[src/rtl/multicycle_control_pkg.sv]
// Shared constants and types for the multicycle MIPS main control unit:
// ALU operation codes, instruction opcode/funct values, FSM state encoding
// and the bundle of control outputs driven every cycle.
package multicycle_control_pkg;

    // ALU operation codes. ADDU is encoded as zero so that an all-zero
    // control word (RESET, TRAP) still presents the ADDU default.
    typedef enum logic [3:0] {
        ALU_OP_ADDU = 4'd0,
        ALU_OP_ADD  = 4'd1,
        ALU_OP_SUBU = 4'd2,
        ALU_OP_SUB  = 4'd3,
        ALU_OP_AND  = 4'd4,
        ALU_OP_OR   = 4'd5,
        ALU_OP_NOR  = 4'd6,
        ALU_OP_SLT  = 4'd7
    } alu_op_e;

    // Primary opcodes, IR[31:26]
    localparam logic [5:0] OP_RTYPE = 6'h00;
    localparam logic [5:0] OP_J     = 6'h02;
    localparam logic [5:0] OP_BEQ   = 6'h04;
    localparam logic [5:0] OP_ADDI  = 6'h08;
    localparam logic [5:0] OP_LW    = 6'h23;
    localparam logic [5:0] OP_SW    = 6'h2B;

    // R-type function codes, IR[5:0]
    localparam logic [5:0] FUNCT_ADD  = 6'h20;
    localparam logic [5:0] FUNCT_ADDU = 6'h21;
    localparam logic [5:0] FUNCT_SUB  = 6'h22;
    localparam logic [5:0] FUNCT_SUBU = 6'h23;
    localparam logic [5:0] FUNCT_AND  = 6'h24;
    localparam logic [5:0] FUNCT_OR   = 6'h25;
    localparam logic [5:0] FUNCT_NOR  = 6'h27;
    localparam logic [5:0] FUNCT_SLT  = 6'h2A;

    // ALU operand B select
    localparam logic [1:0] SRC_B_REG     = 2'b00;
    localparam logic [1:0] SRC_B_FOUR    = 2'b01;
    localparam logic [1:0] SRC_B_IMM     = 2'b10;
    localparam logic [1:0] SRC_B_IMM_SH2 = 2'b11;

    // ALU operand A select
    localparam logic SRC_A_PC  = 1'b0;
    localparam logic SRC_A_REG = 1'b1;

    // PC next-value select
    localparam logic [1:0] PC_SRC_ALU    = 2'b00;
    localparam logic [1:0] PC_SRC_ALUOUT = 2'b01;
    localparam logic [1:0] PC_SRC_JUMP   = 2'b10;

    // Main FSM states
    typedef enum logic [3:0] {
        S_RESET    = 4'd0,
        S_FETCH    = 4'd1,
        S_DECODE   = 4'd2,
        S_MEMADR   = 4'd3,
        S_MEMRD    = 4'd4,
        S_MEMWB    = 4'd5,
        S_MEMWR    = 4'd6,
        S_RTYPEEX  = 4'd7,
        S_RTYPEWB  = 4'd8,
        S_BEQEX    = 4'd9,
        S_ADDIEX   = 4'd10,
        S_ADDIWB   = 4'd11,
        S_JEX      = 4'd12,
        S_TRAP     = 4'd13
    } state_e;

    // Complete control word produced each cycle
    typedef struct packed {
        logic       pc_write;
        logic       iord;
        logic       mem_read;
        logic       mem_write;
        logic       ir_write;
        logic       reg_dst;
        logic       mem_to_reg;
        logic       reg_write;
        logic       alu_src_a;
        logic [1:0] alu_src_b;
        logic [1:0] pc_src;
        alu_op_e    alu_opcode;
        logic       illegal;
    } ctrl_t;

endpackage

[src/rtl/multicycle_control_if.sv]
// Control bus between the main control FSM and the multicycle datapath.
// master = control unit (drives enables/selects), slave = datapath.
interface multicycle_control_if;

    logic [5:0] opcode;
    logic [5:0] funct;
    logic       alu_zero;
    logic       mem_ready;

    logic       pc_write;
    logic       iord;
    logic       mem_read;
    logic       mem_write;
    logic       ir_write;
    logic       reg_dst;
    logic       mem_to_reg;
    logic       reg_write;
    logic       alu_src_a;
    logic [1:0] alu_src_b;
    logic [1:0] pc_src;
    logic [3:0] alu_opcode;
    logic       illegal;

    modport master (
        input  opcode, funct, alu_zero, mem_ready,
        output pc_write, iord, mem_read, mem_write, ir_write, reg_dst,
               mem_to_reg, reg_write, alu_src_a, alu_src_b, pc_src,
               alu_opcode, illegal
    );

    modport slave (
        output opcode, funct, alu_zero, mem_ready,
        input  pc_write, iord, mem_read, mem_write, ir_write, reg_dst,
               mem_to_reg, reg_write, alu_src_a, alu_src_b, pc_src,
               alu_opcode, illegal
    );

endinterface

[src/rtl/multicycle_control_alu_decoder.sv]
// Combinational R-type funct decoder: maps funct to an ALU operation and
// flags whether the funct is one the datapath supports.
module alu_decoder
    import multicycle_control_pkg::*;
(
    input  logic [5:0] funct,
    output alu_op_e    alu_op,
    output logic       funct_ok
);

    // Funct lookup; unsupported codes fall back to ADDU and clear funct_ok
    always_comb begin
        // NOTE: every output gets a default before the case so no path
        // leaves a variable unassigned, which would infer a latch.
        alu_op   = ALU_OP_ADDU;
        funct_ok = 1'b1;
        case (funct)
            FUNCT_ADD:  alu_op = ALU_OP_ADD;
            FUNCT_ADDU: alu_op = ALU_OP_ADDU;
            FUNCT_SUB:  alu_op = ALU_OP_SUB;
            FUNCT_SUBU: alu_op = ALU_OP_SUBU;
            FUNCT_AND:  alu_op = ALU_OP_AND;
            FUNCT_OR:   alu_op = ALU_OP_OR;
            FUNCT_NOR:  alu_op = ALU_OP_NOR;
            FUNCT_SLT:  alu_op = ALU_OP_SLT;
            default:    funct_ok = 1'b0;
        endcase
    end

endmodule

[src/rtl/multicycle_control.sv]
// Main control FSM for the multicycle MIPS datapath. Sequences each
// instruction through fetch/decode/execute/memory/writeback, stalls on
// mem_ready in the memory states and parks in TRAP on unsupported encodings.
module multicycle_control
    import multicycle_control_pkg::*;
#(
    parameter int WORD_SIZE = 32
) (
    input  logic                 clk,
    input  logic                 rst,
    multicycle_control_if.master bus
);

    // The control logic is width-independent; WORD_SIZE only documents the
    // ALU width, so it is merely sanity-checked here.
    if (WORD_SIZE < 1) begin : g_bad_word_size
        $error("multicycle_control: WORD_SIZE must be positive");
    end

    state_e  state;
    state_e  state_next;
    ctrl_t   ctrl;
    logic    is_store;
    alu_op_e dec_alu_op;
    logic    dec_funct_ok;

    alu_decoder u_alu_decoder (
        .funct    (bus.funct),
        .alu_op   (dec_alu_op),
        .funct_ok (dec_funct_ok)
    );

    // State register; rst forces RESET immediately so all outputs drop
    always_ff @(posedge clk or posedge rst) begin
        // NOTE: sequential state uses non-blocking assignments so every
        // register samples pre-edge values regardless of block ordering.
        if (rst) state <= S_RESET;
        else     state <= state_next;
    end

    // Remember lw vs sw in DECODE; opcode is not trusted after that cycle
    always_ff @(posedge clk or posedge rst) begin
        if (rst)                    is_store <= 1'b0;
        else if (state == S_DECODE) is_store <= (bus.opcode == OP_SW);
    end

    // Next-state and Moore control decode
    always_comb begin
        state_next      = state;
        ctrl            = '0;
        ctrl.alu_opcode = ALU_OP_ADDU;

        case (state)
            S_RESET: begin
                state_next = S_FETCH;
            end

            S_FETCH: begin
                ctrl.mem_read  = 1'b1;
                ctrl.alu_src_a = SRC_A_PC;
                ctrl.alu_src_b = SRC_B_FOUR;
                ctrl.pc_src    = PC_SRC_ALU;
                ctrl.ir_write  = bus.mem_ready;
                ctrl.pc_write  = bus.mem_ready;
                if (bus.mem_ready) state_next = S_DECODE;
            end

            S_DECODE: begin
                // Branch target precomputed while the opcode is decoded
                ctrl.alu_src_a = SRC_A_PC;
                ctrl.alu_src_b = SRC_B_IMM_SH2;
                case (bus.opcode)
                    OP_LW, OP_SW: state_next = S_MEMADR;
                    OP_RTYPE:     state_next = dec_funct_ok ? S_RTYPEEX : S_TRAP;
                    OP_BEQ:       state_next = S_BEQEX;
                    OP_ADDI:      state_next = S_ADDIEX;
                    OP_J:         state_next = S_JEX;
                    default:      state_next = S_TRAP;
                endcase
            end

            S_MEMADR: begin
                ctrl.alu_src_a  = SRC_A_REG;
                ctrl.alu_src_b  = SRC_B_IMM;
                ctrl.alu_opcode = ALU_OP_ADD;
                state_next      = is_store ? S_MEMWR : S_MEMRD;
            end

            S_MEMRD: begin
                ctrl.iord     = 1'b1;
                ctrl.mem_read = 1'b1;
                if (bus.mem_ready) state_next = S_MEMWB;
            end

            S_MEMWB: begin
                ctrl.reg_dst    = 1'b0;
                ctrl.mem_to_reg = 1'b1;
                ctrl.reg_write  = 1'b1;
                state_next      = S_FETCH;
            end

            S_MEMWR: begin
                ctrl.iord      = 1'b1;
                ctrl.mem_write = 1'b1;
                if (bus.mem_ready) state_next = S_FETCH;
            end

            S_RTYPEEX: begin
                ctrl.alu_src_a  = SRC_A_REG;
                ctrl.alu_src_b  = SRC_B_REG;
                ctrl.alu_opcode = dec_alu_op;
                state_next      = S_RTYPEWB;
            end

            S_RTYPEWB: begin
                ctrl.reg_dst    = 1'b1;
                ctrl.mem_to_reg = 1'b0;
                ctrl.reg_write  = 1'b1;
                state_next      = S_FETCH;
            end

            S_BEQEX: begin
                ctrl.alu_src_a  = SRC_A_REG;
                ctrl.alu_src_b  = SRC_B_REG;
                ctrl.alu_opcode = ALU_OP_SUBU;
                ctrl.pc_src     = PC_SRC_ALUOUT;
                ctrl.pc_write   = bus.alu_zero;
                state_next      = S_FETCH;
            end

            S_ADDIEX: begin
                ctrl.alu_src_a  = SRC_A_REG;
                ctrl.alu_src_b  = SRC_B_IMM;
                ctrl.alu_opcode = ALU_OP_ADD;
                state_next      = S_ADDIWB;
            end

            S_ADDIWB: begin
                ctrl.reg_dst    = 1'b0;
                ctrl.mem_to_reg = 1'b0;
                ctrl.reg_write  = 1'b1;
                state_next      = S_FETCH;
            end

            S_JEX: begin
                ctrl.pc_src   = PC_SRC_JUMP;
                ctrl.pc_write = 1'b1;
                state_next    = S_FETCH;
            end

            S_TRAP: begin
                // Sticky until reset
                ctrl.illegal = 1'b1;
            end

            default: begin
                state_next = S_RESET;
            end
        endcase
    end

    assign bus.pc_write   = ctrl.pc_write;
    assign bus.iord       = ctrl.iord;
    assign bus.mem_read   = ctrl.mem_read;
    assign bus.mem_write  = ctrl.mem_write;
    assign bus.ir_write   = ctrl.ir_write;
    assign bus.reg_dst    = ctrl.reg_dst;
    assign bus.mem_to_reg = ctrl.mem_to_reg;
    assign bus.reg_write  = ctrl.reg_write;
    assign bus.alu_src_a  = ctrl.alu_src_a;
    assign bus.alu_src_b  = ctrl.alu_src_b;
    assign bus.pc_src     = ctrl.pc_src;
    assign bus.alu_opcode = ctrl.alu_opcode;
    assign bus.illegal    = ctrl.illegal;

endmodule

[src/flat_wrapper.sv]
// flat-port wrapper written by rule: the top's interface ports become plain ports
module multicycle_control_flat import multicycle_control_pkg::*;
#(
    parameter int WORD_SIZE = 32
)
  (clk, rst, bus_opcode, bus_funct, bus_alu_zero, bus_mem_ready, bus_pc_write, bus_iord, bus_mem_read, bus_mem_write, bus_ir_write, bus_reg_dst, bus_mem_to_reg, bus_reg_write, bus_alu_src_a, bus_alu_src_b, bus_pc_src, bus_alu_opcode, bus_illegal);
  multicycle_control_if bus_i ();
  input  logic clk;
  input  logic rst;
  input wire logic [$bits(bus_i.opcode)-1:0] bus_opcode;
  input wire logic [$bits(bus_i.funct)-1:0] bus_funct;
  input wire logic [$bits(bus_i.alu_zero)-1:0] bus_alu_zero;
  input wire logic [$bits(bus_i.mem_ready)-1:0] bus_mem_ready;
  output wire logic [$bits(bus_i.pc_write)-1:0] bus_pc_write;
  output wire logic [$bits(bus_i.iord)-1:0] bus_iord;
  output wire logic [$bits(bus_i.mem_read)-1:0] bus_mem_read;
  output wire logic [$bits(bus_i.mem_write)-1:0] bus_mem_write;
  output wire logic [$bits(bus_i.ir_write)-1:0] bus_ir_write;
  output wire logic [$bits(bus_i.reg_dst)-1:0] bus_reg_dst;
  output wire logic [$bits(bus_i.mem_to_reg)-1:0] bus_mem_to_reg;
  output wire logic [$bits(bus_i.reg_write)-1:0] bus_reg_write;
  output wire logic [$bits(bus_i.alu_src_a)-1:0] bus_alu_src_a;
  output wire logic [$bits(bus_i.alu_src_b)-1:0] bus_alu_src_b;
  output wire logic [$bits(bus_i.pc_src)-1:0] bus_pc_src;
  output wire logic [$bits(bus_i.alu_opcode)-1:0] bus_alu_opcode;
  output wire logic [$bits(bus_i.illegal)-1:0] bus_illegal;
  assign bus_i.opcode = bus_opcode;
  assign bus_i.funct = bus_funct;
  assign bus_i.alu_zero = bus_alu_zero;
  assign bus_i.mem_ready = bus_mem_ready;
  assign bus_pc_write = bus_i.pc_write;
  assign bus_iord = bus_i.iord;
  assign bus_mem_read = bus_i.mem_read;
  assign bus_mem_write = bus_i.mem_write;
  assign bus_ir_write = bus_i.ir_write;
  assign bus_reg_dst = bus_i.reg_dst;
  assign bus_mem_to_reg = bus_i.mem_to_reg;
  assign bus_reg_write = bus_i.reg_write;
  assign bus_alu_src_a = bus_i.alu_src_a;
  assign bus_alu_src_b = bus_i.alu_src_b;
  assign bus_pc_src = bus_i.pc_src;
  assign bus_alu_opcode = bus_i.alu_opcode;
  assign bus_illegal = bus_i.illegal;
  multicycle_control #(.WORD_SIZE(WORD_SIZE)) u_core (.clk(clk), .rst(rst), .bus(bus_i));
endmodule
[config.mk]
export PLATFORM = sky130hd
export DESIGN_NAME = multicycle_control_flat
export DESIGN_NICKNAME = d
export VERILOG_FILES = /design/src/rtl/multicycle_control_pkg.sv /design/src/rtl/multicycle_control_if.sv /design/src/rtl/multicycle_control_alu_decoder.sv /design/src/rtl/multicycle_control.sv /design/src/flat_wrapper.sv
export SDC_FILE = /design/constraint.sdc
export NUM_CORES = 1
export LEC_CHECK = 0
export BUFFER_PORTS_ARGS = -buffer_cell sky130_fd_sc_hd__clkbuf_2
export CELL_PAD_IN_SITES_DETAIL_PLACEMENT = 1
export CELL_PAD_IN_SITES_GLOBAL_PLACEMENT = 2
export CORE_UTILIZATION = 22
export CTS_BUF_LIST = sky130_fd_sc_hd__clkbuf_4
export CTS_CLUSTER_DIAMETER = 30
export DETAILED_ROUTE_END_ITERATION = 7
export HOLD_SLACK_MARGIN = 0.06
export PLACE_DENSITY = 0.86
export SETUP_SLACK_MARGIN = 0.05
export SLEW_MARGIN = 20
export SYNTH_ARGS = -nofsm -noshare
export SYNTH_HDL_FRONTEND = slang
export SYNTH_SLANG_ARGS = --single-unit
[constraint.sdc]
create_clock -name clk -period 1.23 [get_ports clk]
set_input_delay 0.0615 -clock clk [delete_from_list [all_inputs] [get_ports clk]]
set_output_delay 0.0615 -clock clk [all_outputs]
set_load 0.03 [all_outputs]
Word-level counts from Yosys, hierarchy flattened
Cells that the tools add are included.
- muxes and demuxes: 19
- equal/unequal tests: 29
- reductions and logical operators: 10
- bitwise operators: 1
- operator list (cell ; count):
    $eq A6 B6 Y1 const B ; 10
    $pmux W4 S9 ; 1
    $eq A4 B4 Y1 const B ; 6
    $pmux W3 S7 ; 1
    $pmux W4 S5 ; 1
    $pmux W3 S3 ; 2
    $eq A4 B3 Y1 const B ; 4
    $mux W4 ; 4
    $pmux W3 S4 ; 1
    $reduce_or A2 Y1 ; 5
    $eq A4 B2 Y1 const B ; 2
    $reduce_or A8 Y1 ; 1
    $eq A6 B2 Y1 const B ; 1
    $eq A6 B3 Y1 const B ; 1
    $eq A6 B4 Y1 const B ; 1
    $logic_not A6 Y1 ; 1
    $mux W1 ; 6
    $ne A2 B2 Y1 const B ; 3
    $reduce_or A6 Y1 ; 1
    $eq A4 B1 Y1 const B ; 1
    $logic_not A4 Y1 ; 1
    $pmux W2 S2 ; 1
    $reduce_and A4 Y1 ; 1
    $pmux W1 S3 ; 1
    other kinds (2) ; 2
- output and inout port bits: 18
- register bits: 5
- bits of input ports: 16

Longest topological paths before layout
Gate-level depths: netlist of run 1.
- depth in word-level cells: 6
- mapped depth: 5
- depth with buffers taken out: 4

Hierarchy
From an unflattened synthesis of run 1, not the netlist that was laid out.
- cells, all modules: 110
- area, all modules: 779.5 um2
- by module, submodules not included (module ; area each (um2) ; cells an instance ; sequential area each (um2) ; times used):
    multicycle_control ; 679.4 ; 93 ; 125.1 ; 1
    alu_decoder ; 100.1 ; 17 ; 0.0 ; 1

Worst setup path before layout of run 1
OpenSTA, ideal clock, no wires.
- path kind: register -> output
- start: register u_core.state[0]
- end: output port bus_mem_read
- stages on the path, launching flop included: 5
- arrival: 1460 ps
- path buffers: 2
- setup slack: -292 ps
- cell sequence: dfrtp_1 buf_2 buf_2 xnor2_1 nor3_1
- longest elaborated chain between the ends: 3
- elaborated cells between the ends (all ways): 4
- classes of those cells: eq/ne (2); mux (1); reduce/logical (1)
- ends and longest elaborated chain (item ; RTL line ; RTL):
    start, declared ; multicycle_control.sv:20 ; state_e state;
    start signal, assigned ; multicycle_control.sv:38 ; else state <= state_next;
    $eq A4 B3 Y1 or $eq A4 B1 Y1 (tied branches) ; multicycle_control.sv:53 ; case (state)
    $reduce_or A2 Y1 (no source line) (*) ; -- ;
    $mux W1 (*) ; multicycle_control.sv:53 ;
    end, declared ; flat_wrapper.sv:16 ; output wire logic [$bits(bus_i.mem_read)-1:0] bus_mem_read;
Every way passes the cells marked *; elsewhere a longest branch is shown, timed or not.

Final worst setup path of run 1
- start: register u_core.state[3]
- end: output port bus_alu_opcode[2]
- longest elaborated chain between the ends: 3
- elaborated cells between the ends (all ways): 6
- classes of those cells: eq/ne (4); mux (1); reduce/logical (1)
- ends and longest elaborated chain (item ; RTL line ; RTL):
    $eq A4 B2 Y1 or $eq A4 B4 Y1 (tied branches) ; multicycle_control.sv:53 ;
    $reduce_or A2 Y1 (no source line) ; -- ;
    $pmux W3 S3 (*) ; multicycle_control.sv:53 ;
    end, declared ; flat_wrapper.sv:25 ; output wire logic [$bits(bus_i.alu_opcode)-1:0] bus_alu_opcode;
Marked as above.

==> qor.txt, run 1 <==
largest net degree at the start of global routing: 10
top cells by count, synth: 10 x nor2_1, 9 x nand2_1, 8 x nor3_1
min cycle time layout: 1.543 ns
routed length on met1: 1.432 mm
DP Wirelength: 2.124 mm
Clk Latency, worst-skew pair: 0.25 ns
# setup viols final: 21
DP Area: 1110 um2
Yosys top cell area share: 17.79%
internal power: 2.188 mW
WL/cell: 19.38 um
CP max stage delay: 0.44 ns
detailed-route via count: 1061
layout net count: 181
CP max FO: 5
Synth area leaders: dfrtp_1 18%, nor3_1 5.7%, nor2_1 5.3%
core box area: 3053 um2
fin. max-slew vios: 0
Crit. End Element: primary output
Pre-Repair DR Iteration Count: 4
CP delay by family, top: simple AND/OR/NAND/NOR gates
post-route cell area: 1609 um2
first-pass GRT wire length: 5.589 mm
number of enable flip-flop cells after synthesis: 0
Die Wd: 58.54 um
Final Non-Filler Cells: 208
dpl ws: -0.1754 ns
Sw Ratio: 48.34%
Hold Path Depth: 2
ys async rst share: 100.0%
Critical Path RT: 1.17 ns
Starting Density: 23.03%
Max Freq: 647.9 MHz
H-tree depth: 1
clk slew on worst S/H paths: 0.05 ns
status: finished, violations left
Synth Flop Type: dfrtp_1
Worst path depth: 5
synthesized area: 703.2 um2
Leakage: 0.7323 nW
share of cells above drive strength 1: 71.95%
Final Worst Setup Slack: -0.3135 ns
Sw Pwr: 2.048 mW
Fin. Hold Viols: 0
flop2flop setup slack: -0.22 ns
RSZ-0062 raised after global routing: yes
fin crit share: 125.5%
cts bufs inserted: 3
Max-cap violations: 0
CTS sink count: 5
Post-Syn Instances: 98
failing checks: negative setup slack
Syn Area/Cell: 7.175 um2
drt initial violations: 28
Seq pwr share: 8.8%
Slowest-stage cell, CP: dfrtp_2
Synth area leader: dfrtp_1
CTS tree: done
placed cell count: 190
Die Y: 58.54 um
Worst Hold Class: input pin to flip-flop
WP data arrival: 1.48 ns
Total GRT Usage: 21.93%
crit-path cells: nand3b_1, buf_4, nor2_4, and3_1, clkbuf_8
Peak supply drop: 0.7785 mV
residual DRC count: 0
post-route ant nets: 0
R2R depth: 4
CTS root buf: clkbuf_4
Synth Register Bits: 5
Cell variety after synth: 38
Syn Nets: 114
CTS Buffer Depth: 2
WL met2: 2.352 mm
Detail Route met3 WL: 118 um
WP buf/inv: 2
final hold slack: 0.1894 ns
clock skew: 0.004087 ns
antenna violations before repair: 0
clock power share: 5.1%
fill count: 359
Congestion Overflow GR: 0
post-DR vias/cell: 5.101
Synth warnings: 0
critical path class: flip-flop to primary output
GPL Wtd Cong: 0.8001
number of port buffers: 32
vias in the first global route: 1169
top routing layer used: met4
Setup crit start kind: flip-flop
combinational power share: 86.1%
row count: 20
final WL: 4.031 mm
Layout area overhead: 128.8%
most common cell in the netlist: nor2_1
Pwr Density: 2632 nW/um2
Final TNS setup: -4.121 ns
full die area: 3426 um2
ant diodes: 0
number of I/O pins: 34
register area share after synthesis: 17.79%
-- what timing repair did --
| item | in CTS | in global routing |
|---|---|---|
| hold endpoints to repair | 5 | 0 |
| cloned | 0 | 0 |
| buffers inserted | 9 | 5 |
| pin swaps | 11 | 8 |
| gates resized for setup | 68 | 28 |
| setup endpoints to repair | 22 | 22 |
| hold buffers | 1 | 0 |
-- per-layer routing --
layer | track usage [%] | vias up
met5 | 0 | -
met1 | 22.28 | 518
met2 | 43.68 | 39
met3 | 2.637 | 14
met4 | 10.54 | 0
li1 | - | 490
-- state kept, by name, indices dropped and copies added (netlist names) --
signal	count
u_core.state	4
u_core.is_store	1
-- per-stage QoR --
step / utilization [%] / power (mW)
6_report: 52.70 / 4.236
3_5_place_dp: 36.35 / 2.568
5_1_grt: 52.70 / 4.418
4_1_cts: 48.89 / 3.657
2_1_floorplan: - / 1.774
3_3_place_gp: 36.35 / 2.501
-- cell type report --
class / count / area (um2) / share of cell area, %
clock buffers: 4 / 30.03 / 1.866
inverters: 4 / 15.01 / 0.9331
multi-input cells: 81 / 734.5 / 45.65
flip-flops and latches: 5 / 130.1 / 8.087
well taps: 44 / 55.05 / 3.421
repair buffers: 70 / 644.4 / 40.05
-- cell usage in the layout, fill, tap and decap left out, types with 4 or more instances in the layout --
master    netlist  routed
buf_4           3      25
clkbuf_2        0      15
buf_6           0      12
clkbuf_8        0       9
buf_8           0       7
nor2_4          0       6
nand2_1         9       5
clkbuf_4        0       5
dfrtp_2         0       4
-- cell families after synthesis --
| family | synth area share [%] |
|---|---|
| simple gates | 37.19 |
| flops | 17.79 |
| mux | 6.050 |
| other cells | 0.5333 |
| xor+xnor | 6.229 |
| buf+inv | 8.718 |
| compound gates | 23.49 |
-- power by group through the flow --
stage / clock (mW) / sequential, mW / combinational, mW
finish: 0.216 / 0.372 / 3.65
global route: 0.236 / 0.381 / 3.80
CTS: 0.223 / 0.348 / 3.09
global placement: 0 / 0.325 / 2.18
floorplan: 0 / 0.259 / 1.51
detailed placement: 0 / 0.335 / 2.23
-- worst paths after layout --
kind                                        startpoint                           to
min in group asynchronous                          rst  u_core.is_store$_DFFE_PP0P_
hold reg to reg            u_core.is_store$_DFFE_PP0P_  u_core.is_store$_DFFE_PP0P_
setup / recovery           u_core.state[3]$_DFFE_PP0P_            bus_alu_opcode[2]
hold / removal                           bus_opcode[3]  u_core.is_store$_DFFE_PP0P_
setup reg to reg           u_core.state[1]$_DFFE_PP0P_  u_core.state[0]$_DFFE_PP0P_
max in group asynchronous                          rst  u_core.state[0]$_DFFE_PP0P_
Note: power is estimated with default switching activity, not from simulation.
==> run 2: changes to the inputs <==
--- a/config.mk
+++ b/config.mk
@@ -8,12 +8,12 @@
 export BUFFER_PORTS_ARGS = -buffer_cell sky130_fd_sc_hd__clkbuf_2
 export CELL_PAD_IN_SITES_DETAIL_PLACEMENT = 1
 export CELL_PAD_IN_SITES_GLOBAL_PLACEMENT = 2
-export CORE_UTILIZATION = 22
+export CORE_UTILIZATION = 26
 export CTS_BUF_LIST = sky130_fd_sc_hd__clkbuf_4
 export CTS_CLUSTER_DIAMETER = 30
 export DETAILED_ROUTE_END_ITERATION = 7
 export HOLD_SLACK_MARGIN = 0.06
-export PLACE_DENSITY = 0.86
+export PLACE_DENSITY = 0.94
 export SETUP_SLACK_MARGIN = 0.05
 export SLEW_MARGIN = 20
 export SYNTH_ARGS = -nofsm -noshare
==> constraint.sdc (replaced) <==
create_clock -name clk -period 1.9 [get_ports clk]
set_input_delay 0.095 -clock clk [delete_from_list [all_inputs] [get_ports clk]]
set_output_delay 0.095 -clock clk [all_outputs]
set_load 0.03 [all_outputs]
==> run 2 against run 1 <==
Against the previous run: the run now ends clean; cell count decreased by 23%; die area down 15%; sequential share of layout area grew 5.7 points; combinational power is 72% lower; core utilization decreased by 16 points; wire length shrank 49%; non-clock buffer count down 34; power shrank 66%; critical path type unchanged; register-to-register slack improved by 0.65 ns; via count shrank 23%.
==> qor.txt, run 2 (synthesized netlist as in run 1, its figures left out) <==
Fin. Hold Viols: 0 (unchanged)
highest-count cells in the layout ignoring fill and taps: 32 x clkbuf_2, 10 x nor2_1, 9 x nand2_1, 8 x nor3_1, 5 x nand2b_1 (was 25 x buf_4, 15 x clkbuf_2, 12 x buf_6, 9 x clkbuf_8, 7 x buf_8)
internal power: 609.1 uW (was 2.188 mW)
CTS Buffer Depth: 2 (unchanged)
residual DRC count: 0 (unchanged)
row count: 18 (was 20)
commonest non-fill, non-tap cell in the layout: clkbuf_2 (was buf_4)
Peak supply drop: 0.8063 mV (was 0.7785 mV)
worst r2r src: u_core.state[1]$_DFFE_PP0P_ (unchanged)
CP delay by family, top: flip-flops (was simple AND/OR/NAND/NOR gates)
footprint of the multi-input gates: 516.7 um2 (was 734.5 um2)
CTS sink count: 5 (unchanged)
Top reg by flops: u_core.state (unchanged)
crit path launch: u_core.state[2]$_DFFE_PP0P_ (was u_core.state[3]$_DFFE_PP0P_)
Worst Hold Class: input pin to flip-flop (unchanged)
Layout area overhead: 30.61% (was 128.8%)
Seq pwr share: 18.0% (was 8.8%)
Leakage: 0.4525 nW (was 0.7323 nW)
critical path class: flip-flop to primary output (unchanged)
flop2flop setup slack: 0.43 ns (was -0.22 ns)
combinational power share: 72.7% (was 86.1%)
FF+latch area: 126.4 um2 (was 130.1 um2)
Final TNS setup: 0 ns (was -4.121 ns)
Crit. End Element: primary output (unchanged)
Max-cap violations: 0 (unchanged)
WL/cell: 12.93 um (was 19.38 um)
Reg-to-Reg End: u_core.state[1]$_DFFE_PP0P_ (was u_core.state[0]$_DFFE_PP0P_)
antenna violations before repair: 0 (unchanged)
Setup crit start kind: flip-flop (unchanged)
Post-CTS Setup Bufs: 0 (was 9)
vias in the first global route: 772 (was 1169)
fin crit share: 92.86%
post-DR vias/cell: 5.125 (was 5.101)
CTS tree: done (unchanged)
detailed-route via count: 820 (was 1061)
Worst path depth: 4 (was 5)
Total GRT Usage: 15.55% (was 21.93%)
status: complete, no violations (was finished, violations left)
share of cells above drive strength 1: 35.38% (was 71.95%)
CP max stage delay: 0.61 ns (was 0.44 ns)
Starting Density: 27.88% (was 23.03%)
R2R depth: 4 (unchanged)
WP buf/inv: 1 (was 2)
clock skew: 0.003822 ns (was 0.004087 ns)
CP max FO: 13 (was 5)
Critical Path RT: 1.80 ns (was 1.17 ns)
min cycle time layout: 1.764 ns
GPL Wtd Cong: 0.7601 (was 0.8001)
Slowest-stage cell, CP: dfrtp_1 (was dfrtp_2)
layout net count: 147 (was 181)
# setup viols final: 0 (was 21)
RSZ-0062 raised after global routing: yes (unchanged)
Pwr Density: 1551 nW/um2 (was 2632 nW/um2)
H-tree depth: 1 (unchanged)
cts bufs inserted: 3 (unchanged)
largest net degree at the start of global routing: 14 (was 10)
Congestion Overflow GR: 0 (unchanged)
core box area: 2522 um2 (was 3053 um2)
post-layout power: 1.424 mW (was 4.236 mW)
fin. max-slew vios: 0 (unchanged)
crit path capture: bus_alu_opcode[1] (was bus_alu_opcode[2])
ant diodes: 0 (unchanged)
Max Freq: 566.8 MHz
number of port buffers: 32 (unchanged)
first-pass GRT wire length: 3.367 mm (was 5.589 mm)
crit-path cells: nand3b_1, o32ai_1, and2_1, clkbuf_2 (was nand3b_1, buf_4, nor2_4, and3_1, clkbuf_8)
drt initial violations: 20 (was 28)
Pre-Repair DR Iteration Count: 4 (unchanged)
Die Y: 54.01 um (was 58.54 um)
Die Wd: 54.01 um (was 58.54 um)
Clk Latency, worst-skew pair: 0.24 ns (was 0.25 ns)
Largest regs: u_core.state: 4 flops, u_core.is_store: 1 flops (unchanged)
final WL: 2.069 mm (was 4.031 mm)
Sw Ratio: 57.23% (was 48.34%)
clock power share: 9.3% (was 5.1%)
CTS root buf: clkbuf_4 (unchanged)
fill count: 333 (was 359)
Sw Pwr: 815.1 uW (was 2.048 mW)
WP data arrival: 1.67 ns (was 1.48 ns)
number of I/O pins: 34 (unchanged)
clk slew on worst S/H paths: 0.04 ns (was 0.05 ns)
full die area: 2917 um2 (was 3426 um2)
number of flip-flops under the largest register name: 4 (unchanged)
post-route ant nets: 0 (unchanged)
DP Wirelength: 1.649 mm (was 2.124 mm)
-- run 2: area by class of cell --
cell class | count | share of cell area, %
Multi-Input combinational cell | 81 | 56.27
Clock buffer | 4 | 3.270
Sequential cell | 5 | 13.76
Inverter | 4 | 1.635
Timing Repair Buffer | 36 | 20.98
Tap cell | 30 | 4.087
-- run 2: metal layers --
metal	GRT usage, %	up-vias	wire (um)
met5	0	-	0
met1	19.63	386	964
li1	-	419	-
met4	5.128	0	0
met2	27.16	15	1044
met3	1.695	0	60
-- run 2: repair_timing --
action / 4_1_cts / 5_1_grt
hold buffers: 1 / 0
endpoints found under the setup margin: 0 / 2
gates resized for setup: 0 / 1
endpoints found under the hold margin: 5 / 0
-- run 2: worst register-to-register path: cells and delay by family (launching register included) --
kind | cells | cell delay (ns)
flip-flops | 1 | 0.50
multiplexers | 1 | 0.38
AO/OA/AOI/OAI | 3 | 0.48
-- run 2: worst min path at each step --
stage | slack [ns] | start | cells after the start | end
floorplan | -0.13 | rst | 1 | u_core.is_store$_DFFE_PP0P_
global route | 0.22 | bus_opcode[4] | 3 | u_core.state[3]$_DFFE_PP0P_
CTS | 0.20 | bus_opcode[4] | 3 | u_core.state[3]$_DFFE_PP0P_
detailed placement | -0.02 | rst | 2 | u_core.state[1]$_DFFE_PP0P_
global placement | -0.02 | rst | 2 | u_core.state[1]$_DFFE_PP0P_
finish | 0.20 | bus_opcode[4] | 3 | u_core.state[3]$_DFFE_PP0P_
-- run 2: power groups by stage --
stage	sequential, mW	clock (mW)	combinational [mW]
5_1_grt	0.266	0.146	1.14
4_1_cts	0.252	0.138	1.05
6_report	0.256	0.132	1.04
3_3_place_gp	0.246	0	1.03
3_5_place_dp	0.253	0	1.04
2_1_floorplan	0.166	0	0.864
-- run 2: through the flow --
stage	setup slack, ns	cell area, um2	cells	hold WS (ns)	util [%]
floorplan	0.3446	703.2	98	-0.1265	-
global placement	0.4224	877.1	155	-0.02454	34.77
detailed placement	0.3858	877.1	155	-0.01674	34.77
CTS	0.1180	917.1	160	0.2000	36.36
global route	0.03677	918.4	160	0.2210	36.41
finish	0.1357	918.4	160	0.1965	36.41
==> run 3: changes to the inputs <==
--- a/config.mk
+++ b/config.mk
@@ -14,7 +14,7 @@
 export DETAILED_ROUTE_END_ITERATION = 7
 export HOLD_SLACK_MARGIN = 0.06
 export PLACE_DENSITY = 0.94
-export SETUP_SLACK_MARGIN = 0.05
+export SETUP_SLACK_MARGIN = 0.2
 export SLEW_MARGIN = 20
 export SYNTH_ARGS = -nofsm -noshare
 export SYNTH_HDL_FRONTEND = slang
==> run 3 against run 2 <==
Against the previous run: die area is the same; first-iteration DRC count is 35% higher; power rose by 7.7%; combinational power increased by 11%; non-clock buffer count grew 7; flip-flop and latch count unchanged; critical path depth unchanged; core utilization rose by 2.5 points; largest power group unchanged.
==> qor.txt, run 3 (synthesized netlist as in run 1, its figures left out) <==
CTS tree: done (unchanged)
GPL Wtd Cong: 0.7601 (unchanged)
highest-count cells in the layout ignoring fill and taps: 31 x clkbuf_2, 9 x nor2_1, 9 x nand2_1, 9 x buf_4, 8 x nor3_1 (was 32 x clkbuf_2, 10 x nor2_1, 9 x nand2_1, 8 x nor3_1, 5 x nand2b_1)
post-layout power: 1.533 mW (was 1.424 mW)
Final TNS setup: 0 ns (unchanged)
final WL: 2.153 mm (was 2.069 mm)
Pwr Density: 1561 nW/um2 (was 1551 nW/um2)
number of flip-flops under the largest register name: 4 (unchanged)
Fin. Hold Viols: 0 (unchanged)
clock power share: 8.6% (was 9.3%)
residual DRC count: 0 (unchanged)
clock skew: 0.003529 ns (was 0.003822 ns)
Die Y: 54.01 um (unchanged)
Sw Pwr: 839.6 uW (was 815.1 uW)
Max-cap violations: 0 (unchanged)
CP max FO: 7 (was 13)
WP data arrival: 1.50 ns (was 1.67 ns)
Worst Hold Class: input pin to flip-flop (unchanged)
number of I/O pins: 34 (unchanged)
Top reg by flops: u_core.state (unchanged)
Peak supply drop: 0.7711 mV (was 0.8063 mV)
Leakage: 0.4858 nW (was 0.4525 nW)
commonest non-fill, non-tap cell in the layout: clkbuf_2 (unchanged)
full die area: 2917 um2 (unchanged)
Critical Path RT: 1.80 ns (about the same)
Layout area overhead: 39.68% (was 30.61%)
DP Wirelength: 1.649 mm (unchanged)
status: complete, no violations (unchanged)
CTS sink count: 5 (unchanged)
vias in the first global route: 771 (was 772)
Final Worst Setup Slack: 0.3026 ns (was 0.1357 ns)
detailed-route via count: 870 (was 820)
Total GRT Usage: 15.67% (was 15.55%)
fin crit share: 84.08% (was 92.86%)
post-route ant nets: 0 (unchanged)
number of port buffers: 32 (unchanged)
min cycle time layout: 1.597 ns (was 1.764 ns)
Starting Density: 27.88% (unchanged)
footprint of the multi-input gates: 521.8 um2 (was 516.7 um2)
Largest regs: u_core.state: 4 flops, u_core.is_store: 1 flops (unchanged)
# setup viols final: 0 (unchanged)
RSZ-0062 raised after global routing: no (was yes)
dpl ws: 0.3858 ns (unchanged)
Seq pwr share: 16.3% (was 18.0%)
core box area: 2522 um2 (unchanged)
Max Freq: 626.0 MHz (was 566.8 MHz)
Crit. End Element: primary output (unchanged)
post-DR vias/cell: 5.210 (was 5.125)
Die Wd: 54.01 um (unchanged)
CTS Buffer Depth: 2 (unchanged)
share of cells above drive strength 1: 42.34% (was 35.38%)
final hold slack: 0.2056 ns (was 0.1965 ns)
critical path class: flip-flop to primary output (unchanged)
antenna violations before repair: 0 (unchanged)
cts bufs inserted: 3 (unchanged)
Sw Ratio: 54.75% (was 57.23%)
fill count: 334 (was 333)
H-tree depth: 1 (unchanged)
CTS root buf: clkbuf_4 (unchanged)
Pre-Repair DR Iteration Count: 4 (unchanged)
Clk Latency, worst-skew pair: 0.24 ns (about the same)
drt initial violations: 27 (was 20)
largest net degree at the start of global routing: 14 (unchanged)
combinational power share: 75.1% (was 72.7%)
Setup crit start kind: flip-flop (unchanged)
first-pass GRT wire length: 3.381 mm (was 3.367 mm)
Congestion Overflow GR: 0 (unchanged)
FF+latch area: 130.1 um2 (was 126.4 um2)
WL/cell: 12.89 um (was 12.93 um)
ant diodes: 0 (unchanged)
fin. max-slew vios: 0 (unchanged)
clk slew on worst S/H paths: 0.04 ns (about the same)
internal power: 693.9 uW (was 609.1 uW)
row count: 18 (unchanged)
layout net count: 154 (was 147)
## run 3: worst paths after layout
kind,startpoint,to,slack (ns),cells past startpoint
worst max-delay path,u_core.state[3]$_DFFE_PP0P_,bus_alu_opcode[1],0.30,4
worst min-delay path,bus_opcode[4],u_core.state[3]$_DFFE_PP0P_,0.21,3
worst max register to register,u_core.state[2]$_DFFE_PP0P_,u_core.is_store$_DFFE_PP0P_,0.48,4
worst min register to register,u_core.is_store$_DFFE_PP0P_,u_core.is_store$_DFFE_PP0P_,0.51,1
max in group asynchronous,rst,u_core.state[1]$_DFFE_PP0P_,1.43,3
min in group asynchronous,rst,u_core.state[3]$_DFFE_PP0P_,0.29,3
## run 3: area by class of cell
class / instances / area share, %
Tap cell: 30 / 3.822
Sequential cell: 5 / 13.25
Inverter: 4 / 1.529
Clock buffer: 4 / 3.057
Multi-Input combinational cell: 81 / 53.12
Timing Repair Buffer: 43 / 25.22
## run 3: critical path, stage by stage, from the launching register on
cell and delay, ns:
dfrtp_2 0.45, nand3b_1 0.22, o32ai_1 0.27, and2_1 0.15, clkbuf_4 0.18
## run 3: timing repair
| action | CTS | global route |
|---|---|---|
| resized for setup | 2 | 8 |
| hold buffers | 1 | 0 |
| endpoints found under the hold margin | 5 | 0 |
| setup endpoints to repair | 3 | 6 |
| setup buffers | 0 | 7 |
## run 3: metrics by stage
| step | area, um2 | instances | utilization (%) |
|---|---|---|---|
| finish | 982.2 | 167 | 38.94 |
| global route | 982.2 | 167 | 38.94 |
| CTS | 919.6 | 160 | 36.46 |
| detailed placement | 877.1 | 155 | 34.77 |
| global placement | 877.1 | 155 | 34.77 |
| floorplan | 703.2 | 98 | - |
## run 3: layer usage
layer  wire length, um  GRT usage, %  vias to the layer above
met2              1136         26.95                       16
met4                 0         5.128                        0
met3                53         1.695                        0
li1                  -             -                      435
met1               963         20.13                      419
met5                 0             0                        -
## run 3: power by group through the flow
stage / Sequential (mW) / Combinational (mW) / Clock (mW)
2_1_floorplan: 0.166 / 0.864 / 0
3_3_place_gp: 0.246 / 1.03 / 0
3_5_place_dp: 0.253 / 1.04 / 0
4_1_cts: 0.256 / 1.05 / 0.138
5_1_grt: 0.261 / 1.27 / 0.146
6_report: 0.251 / 1.15 / 0.132
